`src/rtl/bcd_pkg.sv`:
```
// bcd_pkg: shared BCD digit type, digit maximum and clamp helper.
// Latency: n/a (types and a pure function only).
// Backpressure: n/a.
package bcd_pkg;

   typedef logic [3:0] bcd_digit_t;

   localparam bcd_digit_t BCD_MAX = 4'd9;

   // Non-decimal nibbles (A-F) are forced to the largest legal digit.
   function automatic bcd_digit_t bcd_clamp(input bcd_digit_t d);
      return (d > BCD_MAX) ? BCD_MAX : d;
   endfunction

endpackage

```
`src/rtl/bcd_downcount_if.sv`:
```
// bcd_downcount_if: control and count bus of the BCD down counter.
// Latency: n/a (wires only).
// Backpressure: none; the counter accepts a control word every cycle.
// Signals: EN, LOAD, LOAD_VAL (master -> counter); COUNT, ZERO, BORROW (counter -> master).
interface bcd_downcount_if #(
   parameter int DIGITS = 2
);
   logic                  EN;
   logic                  LOAD;
   logic [4*DIGITS-1:0]   LOAD_VAL;
   logic [4*DIGITS-1:0]   COUNT;
   logic                  ZERO;
   logic                  BORROW;

   modport master (
      output EN,
      output LOAD,
      output LOAD_VAL,
      input  COUNT,
      input  ZERO,
      input  BORROW
   );

   modport slave (
      input  EN,
      input  LOAD,
      input  LOAD_VAL,
      output COUNT,
      output ZERO,
      output BORROW
   );
endinterface

```
`src/rtl/bcd_digit_down.sv`:
```
// bcd_digit_down: one registered BCD digit with load, wrap override and borrow chain.
// Latency: one cycle from load/borrow-in to digit_o; borrow_o is combinational.
// Backpressure: none.
// Ports: clk_i, rst_n_i, load_i, load_dig_i (pre-clamped), borrow_i, wrap_i, wrap_val_i,
//        borrow_o, digit_o, is_zero_o.
module bcd_digit_down
   import bcd_pkg::*;
(
   input  logic       clk_i,
   input  logic       rst_n_i,
   input  logic       load_i,
   input  bcd_digit_t load_dig_i,
   input  logic       borrow_i,
   input  logic       wrap_i,
   input  bcd_digit_t wrap_val_i,
   output logic       borrow_o,
   output bcd_digit_t digit_o,
   output logic       is_zero_o
);

   bcd_digit_t digit_q;
   bcd_digit_t digit_d;

   assign is_zero_o = (digit_q == 4'd0);
   // A zero digit cannot absorb the borrow, so it passes it upward.
   assign borrow_o  = borrow_i & is_zero_o;
   assign digit_o   = digit_q;

   always_comb begin
      digit_d = digit_q;
      if (load_i) begin
         digit_d = load_dig_i;
      end else if (wrap_i) begin
         // Wrap overrides the plain 0 -> 9 borrow so the reload value can land.
         digit_d = wrap_val_i;
      end else if (borrow_i) begin
         digit_d = is_zero_o ? BCD_MAX : (digit_q - 4'd1);
      end
   end

   always_ff @(posedge clk_i or negedge rst_n_i) begin
      if (!rst_n_i) begin
         digit_q <= 4'd0;
      end else begin
         digit_q <= digit_d;
      end
   end

endmodule

```
`src/rtl/bcd_downcount.sv`:
```
// bcd_downcount: multi-digit BCD down counter with load, enable, zero flag and borrow pulse.
// Latency: one cycle from LOAD/EN to COUNT and BORROW; ZERO is decoded from COUNT (no extra cycle).
// Backpressure: none; one decrement per enabled clock, LOAD has priority over EN.
// Ports: CLK, RESET_N (async active-low), bus (bcd_downcount_if.slave).
// Option: BCD_DOWNCOUNT_AUTORELOAD_EN makes the wrap value the last clamped load value
//         instead of all nines.
module bcd_downcount
   import bcd_pkg::*;
#(
   parameter int DIGITS = 2
) (
   input  logic           CLK,
   input  logic           RESET_N,
   bcd_downcount_if.slave bus
);

   logic [4*DIGITS-1:0] load_clamped;
   logic [4*DIGITS-1:0] wrap_val;
   logic [4*DIGITS-1:0] count_w;
   logic [DIGITS-1:0]   dig_zero;
   logic [DIGITS:0]     borrow_chain;
   logic                wrap_evt;
   logic                borrow_q;
   logic                borrow_d;

   // The decrement request enters at digit 0; a load suppresses it.
   assign borrow_chain[0] = bus.EN & ~bus.LOAD;

   // A borrow escaping the top digit means every digit was zero while
   // enabled: exactly the wrap condition.
   assign wrap_evt = borrow_chain[DIGITS];

   genvar gi;
   generate
      for (gi = 0; gi < DIGITS; gi++) begin : g_digit
         assign load_clamped[4*gi +: 4] = bcd_clamp(bus.LOAD_VAL[4*gi +: 4]);

         bcd_digit_down u_digit (
            .clk_i      (CLK),
            .rst_n_i    (RESET_N),
            .load_i     (bus.LOAD),
            .load_dig_i (load_clamped[4*gi +: 4]),
            .borrow_i   (borrow_chain[gi]),
            .wrap_i     (wrap_evt),
            .wrap_val_i (wrap_val[4*gi +: 4]),
            .borrow_o   (borrow_chain[gi+1]),
            .digit_o    (count_w[4*gi +: 4]),
            .is_zero_o  (dig_zero[gi])
         );
      end
   endgenerate

`ifdef BCD_DOWNCOUNT_AUTORELOAD_EN
   logic [4*DIGITS-1:0] reload_q;
   logic [4*DIGITS-1:0] reload_d;

   always_comb begin
      reload_d = reload_q;
      if (bus.LOAD) begin
         reload_d = load_clamped;
      end
   end

   always_ff @(posedge CLK or negedge RESET_N) begin
      if (!RESET_N) begin
         reload_q <= '0;
      end else begin
         reload_q <= reload_d;
      end
   end

   // A zero reload value keeps the counter parked at 0, pulsing BORROW.
   assign wrap_val = reload_q;
`else
   assign wrap_val = {DIGITS{BCD_MAX}};
`endif

   assign borrow_d = wrap_evt;

   always_ff @(posedge CLK or negedge RESET_N) begin
      if (!RESET_N) begin
         borrow_q <= 1'b0;
      end else begin
         borrow_q <= borrow_d;
      end
   end

   assign bus.COUNT  = count_w;
   assign bus.ZERO   = &dig_zero;
   assign bus.BORROW = borrow_q;

endmodule

```
`src/flat_wrapper.sv`:
```
// flat-port wrapper written by rule: the top's interface ports become plain ports
module bcd_downcount_flat import bcd_pkg::*;
#(
   parameter int DIGITS = 2
)
  (CLK, RESET_N, bus_EN, bus_LOAD, bus_LOAD_VAL, bus_COUNT, bus_ZERO, bus_BORROW);
  bcd_downcount_if #(.DIGITS(DIGITS)) bus_i ();
  input  logic CLK;
  input  logic RESET_N;
  input wire logic [$bits(bus_i.EN)-1:0] bus_EN;
  input wire logic [$bits(bus_i.LOAD)-1:0] bus_LOAD;
  input wire logic [$bits(bus_i.LOAD_VAL)-1:0] bus_LOAD_VAL;
  output wire logic [$bits(bus_i.COUNT)-1:0] bus_COUNT;
  output wire logic [$bits(bus_i.ZERO)-1:0] bus_ZERO;
  output wire logic [$bits(bus_i.BORROW)-1:0] bus_BORROW;
  assign bus_i.EN = bus_EN;
  assign bus_i.LOAD = bus_LOAD;
  assign bus_i.LOAD_VAL = bus_LOAD_VAL;
  assign bus_COUNT = bus_i.COUNT;
  assign bus_ZERO = bus_i.ZERO;
  assign bus_BORROW = bus_i.BORROW;
  bcd_downcount #(.DIGITS(DIGITS)) u_core (.CLK(CLK), .RESET_N(RESET_N), .bus(bus_i));
endmodule
```
`config.mk`:
```
export PLATFORM = sky130hd
export DESIGN_NAME = bcd_downcount_flat
export DESIGN_NICKNAME = d
export VERILOG_FILES = /design/src/rtl/bcd_pkg.sv /design/src/rtl/bcd_downcount_if.sv /design/src/rtl/bcd_digit_down.sv /design/src/rtl/bcd_downcount.sv /design/src/flat_wrapper.sv
export SDC_FILE = /design/constraint.sdc
export NUM_CORES = 1
export LEC_CHECK = 0
export ABC_AREA = 0
export CAP_MARGIN = 10
export CORE_MARGIN = 2
export CORE_UTILIZATION = 50
export CTS_BUF_LIST = sky130_fd_sc_hd__clkbuf_2 sky130_fd_sc_hd__clkbuf_4 sky130_fd_sc_hd__clkbuf_8
export DETAILED_ROUTE_END_ITERATION = 16
export GPL_ROUTABILITY_DRIVEN = 0
export PLACE_DENSITY_LB_ADDON = 0.25
export SYNTH_ARGS = -nofsm -noshare
export SYNTH_HDL_FRONTEND = slang
export SYNTH_HIERARCHICAL = 1
export SYNTH_SLANG_ARGS = --single-unit
```
`constraint.sdc`:
```
create_clock -name CLK -period 3.85 [get_ports CLK]
set_clock_uncertainty 0.05 [all_clocks]
set_input_delay 0.9625 -clock CLK [delete_from_list [all_inputs] [get_ports CLK]]
set_output_delay 0.9625 -clock CLK [all_outputs]
set_load 0.01 [all_outputs]
```
* Word level (Yosys, flattened, before mapping) *
Cells that the tools add are included.

storage, ports and cells
  word-level logic and storage cells = 26
  output and inout port bits = 10
  bits of input ports = 12
  flip-flop bits (word level) = 9

cells by class
  reduce and logical (&&, ||, !) cells = 5
  bitwise operators = 4
  muxes and demuxes = 10
  magnitude comparators = 2
  add/subtract/negate cells = 2

operators with widths
  operator                                                            count
  4-bit 2-to-1 mux                                                    10
  4-bit > comparator, second input constant                           2
  4-bit logical NOT                                                   2
  4-bit by 1-bit subtractor with 4-bit output, second input constant  2
  3-bit nonzero test                                                  2
  1-bit bitwise AND                                                   3
  2-bit AND reduction                                                 1
  1-bit NOT                                                           1

* Depth between registers and ports, before layout *
  word-level depth = 6
  depth in mapped cells = 10
  gate-level depth less buffers = 9

* By module *
Netlist, hierarchy kept.

by module, submodules not included
  module          area an instance (µm²)  instances  sequential area each (µm²)  cells an instance
  bcd_digit_down  284.0                   2          100.1                       35
  bcd_downcount   100.1                   1          25.0                        15

* Worst setup path before layout *
Ideal clock, no wire load.

  path kind = input to register
  start = input port bus_EN
  end = register u_core.g_digit[0].u_digit.digit_q[2]
  setup slack = 552 ps
  stages = 9
  data arrival time = 3113 ps
  setup time = 135 ps
  path buffers = 1
  cell sequence = nor2b_1 > or4b_4 > nor2_1 > or4b_4 > nor2_1 > buf_4 > and4bb_2 > o22ai_1 > o21ai_0

on the way
  longest elaborated chain between the ends = 5
  elaborated cells between the ends (all ways) = 6

ends and longest elaborated chain
  what                        line                  RTL
  from (decl)                 flat_wrapper.sv:10    input wire logic [$bits(bus_i.EN)-1:0] bus_EN;
  1-bit bitwise AND *         bcd_downcount.sv:27   assign borrow_chain[0] = bus.EN & ~bus.LOAD;
  1-bit bitwise AND *         bcd_digit_down.sv:26  assign borrow_o = borrow_i & is_zero_o;
  net u_core.borrow_chain[1]  bcd_downcount.sv:21   logic [DIGITS:0] borrow_chain;
  1-bit bitwise AND *         bcd_digit_down.sv:26
  net u_core.borrow_chain[2]  bcd_downcount.sv:21
  4-bit 2-to-1 mux            bcd_digit_down.sv:33  end else if (wrap_i) begin
  4-bit 2-to-1 mux            bcd_digit_down.sv:31  if (load_i) begin
  to (signal assigned)        bcd_digit_down.sv:45  digit_q <= digit_d;
  to (decl)                   bcd_digit_down.sv:21  bcd_digit_t digit_q;

Mark *: on every way through the listed nets, which the timed path passes. The rest lies on a longest branch.
A chain may end at the register's enable or synchronous reset.

* Final worst setup path *
  start = input port bus_EN
  end = register u_core.g_digit[1].u_digit.digit_q[2]

on the way
  longest elaborated chain between the ends = 5
  elaborated cells between the ends (all ways) = 6

ends and longest elaborated chain
  what                        line
  1-bit bitwise AND *         bcd_downcount.sv:27
  net u_core.borrow_chain[0]  bcd_downcount.sv:21
  1-bit bitwise AND *         bcd_digit_down.sv:26
  net u_core.borrow_chain[1]  bcd_downcount.sv:21
  1-bit bitwise AND *         bcd_digit_down.sv:26
  net u_core.borrow_chain[2]  bcd_downcount.sv:21
  4-bit 2-to-1 mux            bcd_digit_down.sv:33
  4-bit 2-to-1 mux            bcd_digit_down.sv:31
  to (signal assigned)        bcd_digit_down.sv:45
  to (decl)                   bcd_digit_down.sv:21

Marked as above.

==> impl_metrics.py <==
metrics = {
    "sta": {
        "fin_crit_ns": 3.34,
        "hold_viol_final": 0,
        "final_min_period_over_clock_period_pct": 86.7,
        "achievable_freq_mhz": 300,
        "setup_viol": 0,
        "final_max_slew_viol_count": 0,
        "setup_total_negative_slack_ns": 0,
        "grt_setup_unrepaired": "false",
    },
    "synth": {
        "synthesis.area_sq_um": 668,
        "synthDominantAreaCellType": "sky130_fd_sc_hd__dfrtp_1",
        "synthArstFlopShare_pct": 100,
        "total_number_of_yosys_warnings": 6,
        "netlist-cell-type-count": 21,
        "synth.top_cells.by_count": "sky130_fd_sc_hd__a21oi_1, sky130_fd_sc_hd__o21ai_0, sky130_fd_sc_hd__dfrtp_1",
        "ys_seq_elements": 9,
        "dominantRegCellSynth": "sky130_fd_sc_hd__dfrtp_1",
        "synthesis.instances": 85,
        "syn_area_per_cell_sq_um": 7.86,
        "synth-seq-area-share_pct": 33.7,
        "post-synth-top-area-fraction_pct": 33.7,
        "synth_top_cells_by_area": "sky130_fd_sc_hd__dfrtp_1, sky130_fd_sc_hd__a21oi_1, sky130_fd_sc_hd__o21ai_0",
        "synth-edff-count": 0,
    },
    "floorplanning": {
        "pin_count": 22,
        "die_width_um": 40.6,
        "design.die.area_sq_um": 1640,
        "die_h_um": 40.6,
        "initial_core_util_pct": 52.7,
        "num_rows": 13,
        "design.core.area_sq_um": 1270,
    },
    "clock_tree": {
        "clock_sink_count": 9,
        "cts_made_buffers": 3,
        "cts_htree_levels": 1,
        "tritoncts_clock_tree": "done",
        "cts.clk_slew.worst_paths_ns": 0.06,
        "cts-root-to-sink-buffers": 2,
        "cts_setup_buffers": 0,
        "cts_root_buf": "sky130_fd_sc_hd__clkbuf_4",
        "clkLatencyLatePin_ns": 0.26,
        "resized_cells_post_cts": 0,
        "cts_hold_repair.buffers": 0,
    },
    "place": {
        "port-buffer-count": 21,
        "hpwlAfterDp_mm": 1.11,
        "post_dp_cell_area_sq_um": 927,
    },
    "worst_setup_path": {
        "crit_path_start": "bus_EN",
        "r2r.worst_path.cells": 8,
        "cp_endpoint_kind": "flop",
        "ff2ff_setup_slack_ns": 1.25,
        "reg_to_reg_end": "u_core/g_digit[1].u_digit/digit_o[2]$_DFFE_PN0P_",
        "timing.critical_path.fanout_max": 10,
        "cp.arrival_ns": 3.42,
        "critPathLaunchType": "input pin",
        "worstSetupEndpoint": "u_core/g_digit[1].u_digit/digit_o[2]$_DFFE_PN0P_",
        "r2r_start": "u_core/g_digit[0].u_digit/digit_o[2]$_DFFE_PN0P_",
        "setup.worst_path.class": "in -> reg",
        "critical_path_required_ns": 3.93,
    },
    "grt": {
        "antenna_found_initial": 0,
        "vias_in_the_first_global_route": 560,
        "gr-total-overflow": 0,
        "gr-usage-all-layers_pct": 22.0,
        "largest_net_degree_at_the_start_of_global_routing": 21,
        "grt_first_pass_wirelength_mm": 2.39,
    },
    "layout": {
        "post_route_cells_drive_above_1_share_pct": 11.3,
        "fin_area_sq_um": 957,
        "syn2layout_area_growth_pct": 43.3,
        "final_nets": 128,
        "diodes": 0,
    },
    "power": {
        "leakagePower_nw": 0.386,
        "pwr_density_cell_nw_per_um2": 315,
        "ir_drop_v": 0.000196,
    },
    "detailed_routing": {
        "vias": 689,
        "drc_errors": 0,
        "vias_per_inst": 5.30,
        "drt-wirelength-per-cell_um": 11.6,
        "drt_first_iter_violations": 59,
        "first_pass_iters": 4,
        "routed_wl_mm": 1.50,
        "antenna_left": 0,
    },
    "worst_hold_path": {
        "hold_path_depth": 2,
        "timing.hold.worst.class": "reg -> reg",
    },
    "flow_run": {
        "cap_viol_max_count": 0,
    },
    "run_status": {
        "outcome": "completed",
    },
}
==> worst min path at each step <==
stage	from	slack, ns	end
6_report	u_core/g_digit[1].u_digit/digit_o[2]$_DFFE_PN0P_	0.58	u_core/g_digit[1].u_digit/digit_o[2]$_DFFE_PN0P_
5_1_grt	u_core/g_digit[1].u_digit/digit_o[2]$_DFFE_PN0P_	0.60	u_core/g_digit[1].u_digit/digit_o[2]$_DFFE_PN0P_
4_1_cts	u_core/g_digit[1].u_digit/digit_o[2]$_DFFE_PN0P_	0.57	u_core/g_digit[1].u_digit/digit_o[2]$_DFFE_PN0P_
3_5_place_dp	u_core/g_digit[1].u_digit/digit_o[2]$_DFFE_PN0P_	0.56	u_core/g_digit[1].u_digit/digit_o[2]$_DFFE_PN0P_
3_3_place_gp	u_core/g_digit[1].u_digit/digit_o[2]$_DFFE_PN0P_	0.53	u_core/g_digit[1].u_digit/digit_o[2]$_DFFE_PN0P_
2_1_floorplan	u_core/g_digit[1].u_digit/digit_o[3]$_DFFE_PN0P_	0.53	u_core/bus.BORROW$_DFF_PN0_
==> logic make-up (layout without fill, tap and decap cells) <==
group,Yosys count,after routing,synth area share (%)
and+or+nand+nor,30,30,27.3
AOI/OAI and AO/OA,28,28,22.8
buffers and inverters,10,34,6.74
DFF,9,9,33.7
xor gates and xnor gates,4,4,5.24
other,2,8,1.12
muxes,2,2,3.00
==> report_power, final <==
part / switching [W] / leakage, nW / internal [W] / total [W]
sequential: 0.0000221 / 0.110 / 0.000106 / 0.000128
combinational: 0.0000382 / 0.257 / 0.0000551 / 0.0000933
clock: 0.0000335 / 0.0184 / 0.0000470 / 0.0000805
==> layer usage <==
| layer | vias to the layer above | wire length [um] | track usage [%] |
|---|---|---|---|
| met4 | 0 | 2 | 7.50 |
| met2 | 30 | 642 | 32.5 |
| met1 | 305 | 765 | 31.0 |
| li1 | 352 | - | - |
| met5 | - | 0 | 0 |
| met3 | 2 | 91 | 5.00 |
==> per-stage QoR <==
step                      power, W  setup slack, ns  hold WS, ns  instances  util (%)
after detailed placement  0.000222            0.260        0.557        126      73.1
after global placement    0.000220            0.289        0.532        126      73.1
after floorplan           0.000172            0.552        0.526         91         -
final                     0.000302            0.512        0.577        130      75.4
after CTS                 0.000303            0.523        0.572        130      75.4
after global routing      0.000322            0.312        0.601        130      75.4
==> layout by cell type, fill, tap and decap left out <==
cell	Yosys	layout
sky130_fd_sc_hd__a21oi_1	10	10
sky130_fd_sc_hd__o21ai_0	10	10
sky130_fd_sc_hd__xnor2_1	4	4
sky130_fd_sc_hd__clkbuf_4	0	4
sky130_fd_sc_hd__buf_4	2	5
sky130_fd_sc_hd__and4bb_2	2	2
sky130_fd_sc_hd__clkdlybuf4s50_1	0	21
sky130_fd_sc_hd__and2_1	1	1
sky130_fd_sc_hd__nand2b_1	2	2
sky130_fd_sc_hd__nand2_1	6	6
sky130_fd_sc_hd__inv_1	4	4
sky130_fd_sc_hd__nor4_1	4	4
sky130_fd_sc_hd__o21ai_1	4	4
sky130_fd_sc_hd__o22ai_1	2	2
sky130_fd_sc_hd__or4b_4	2	2
sky130_fd_sc_hd__mux2i_1	2	2
sky130_fd_sc_hd__nor2b_1	5	5
sky130_fd_sc_hd__a221o_1	2	2
sky130_fd_sc_hd__nor2_1	6	6
sky130_fd_sc_hd__nor3_1	2	2
sky130_fd_sc_hd__dfrtp_1	9	9
sky130_fd_sc_hd__conb_1	2	8
==> state kept, by name (all words and copies together), names as in the netlist <==
register	cells
u_core/g_digit.u_digit/digit_o	8
u_core/bus.BORROW	1
==> cell type report <==
class | count | area [sq um]
Sequential cell | 9 | 225
Multi-Input combinational cell | 72 | 420
Clock buffer | 4 | 30.0
Timing Repair Buffer | 26 | 248
Inverter | 4 | 15.0
Fill cell | 100 | 312
Tap cell | 15 | 18.8
==> critical path, stage by stage <==
cell and delay (ns):
sky130_fd_sc_hd__clkdlybuf4s50_1 0.44, sky130_fd_sc_hd__nor2b_1 0.14, sky130_fd_sc_hd__or4b_4 0.48, sky130_fd_sc_hd__nor2_1 0.13
sky130_fd_sc_hd__or4b_4 0.49, sky130_fd_sc_hd__nor2_1 0.14, sky130_fd_sc_hd__buf_4 0.18, sky130_fd_sc_hd__and4bb_2 0.25
sky130_fd_sc_hd__o22ai_1 0.12, sky130_fd_sc_hd__o21ai_0 0.09
Note: power is estimated with default switching activity, not from simulation.
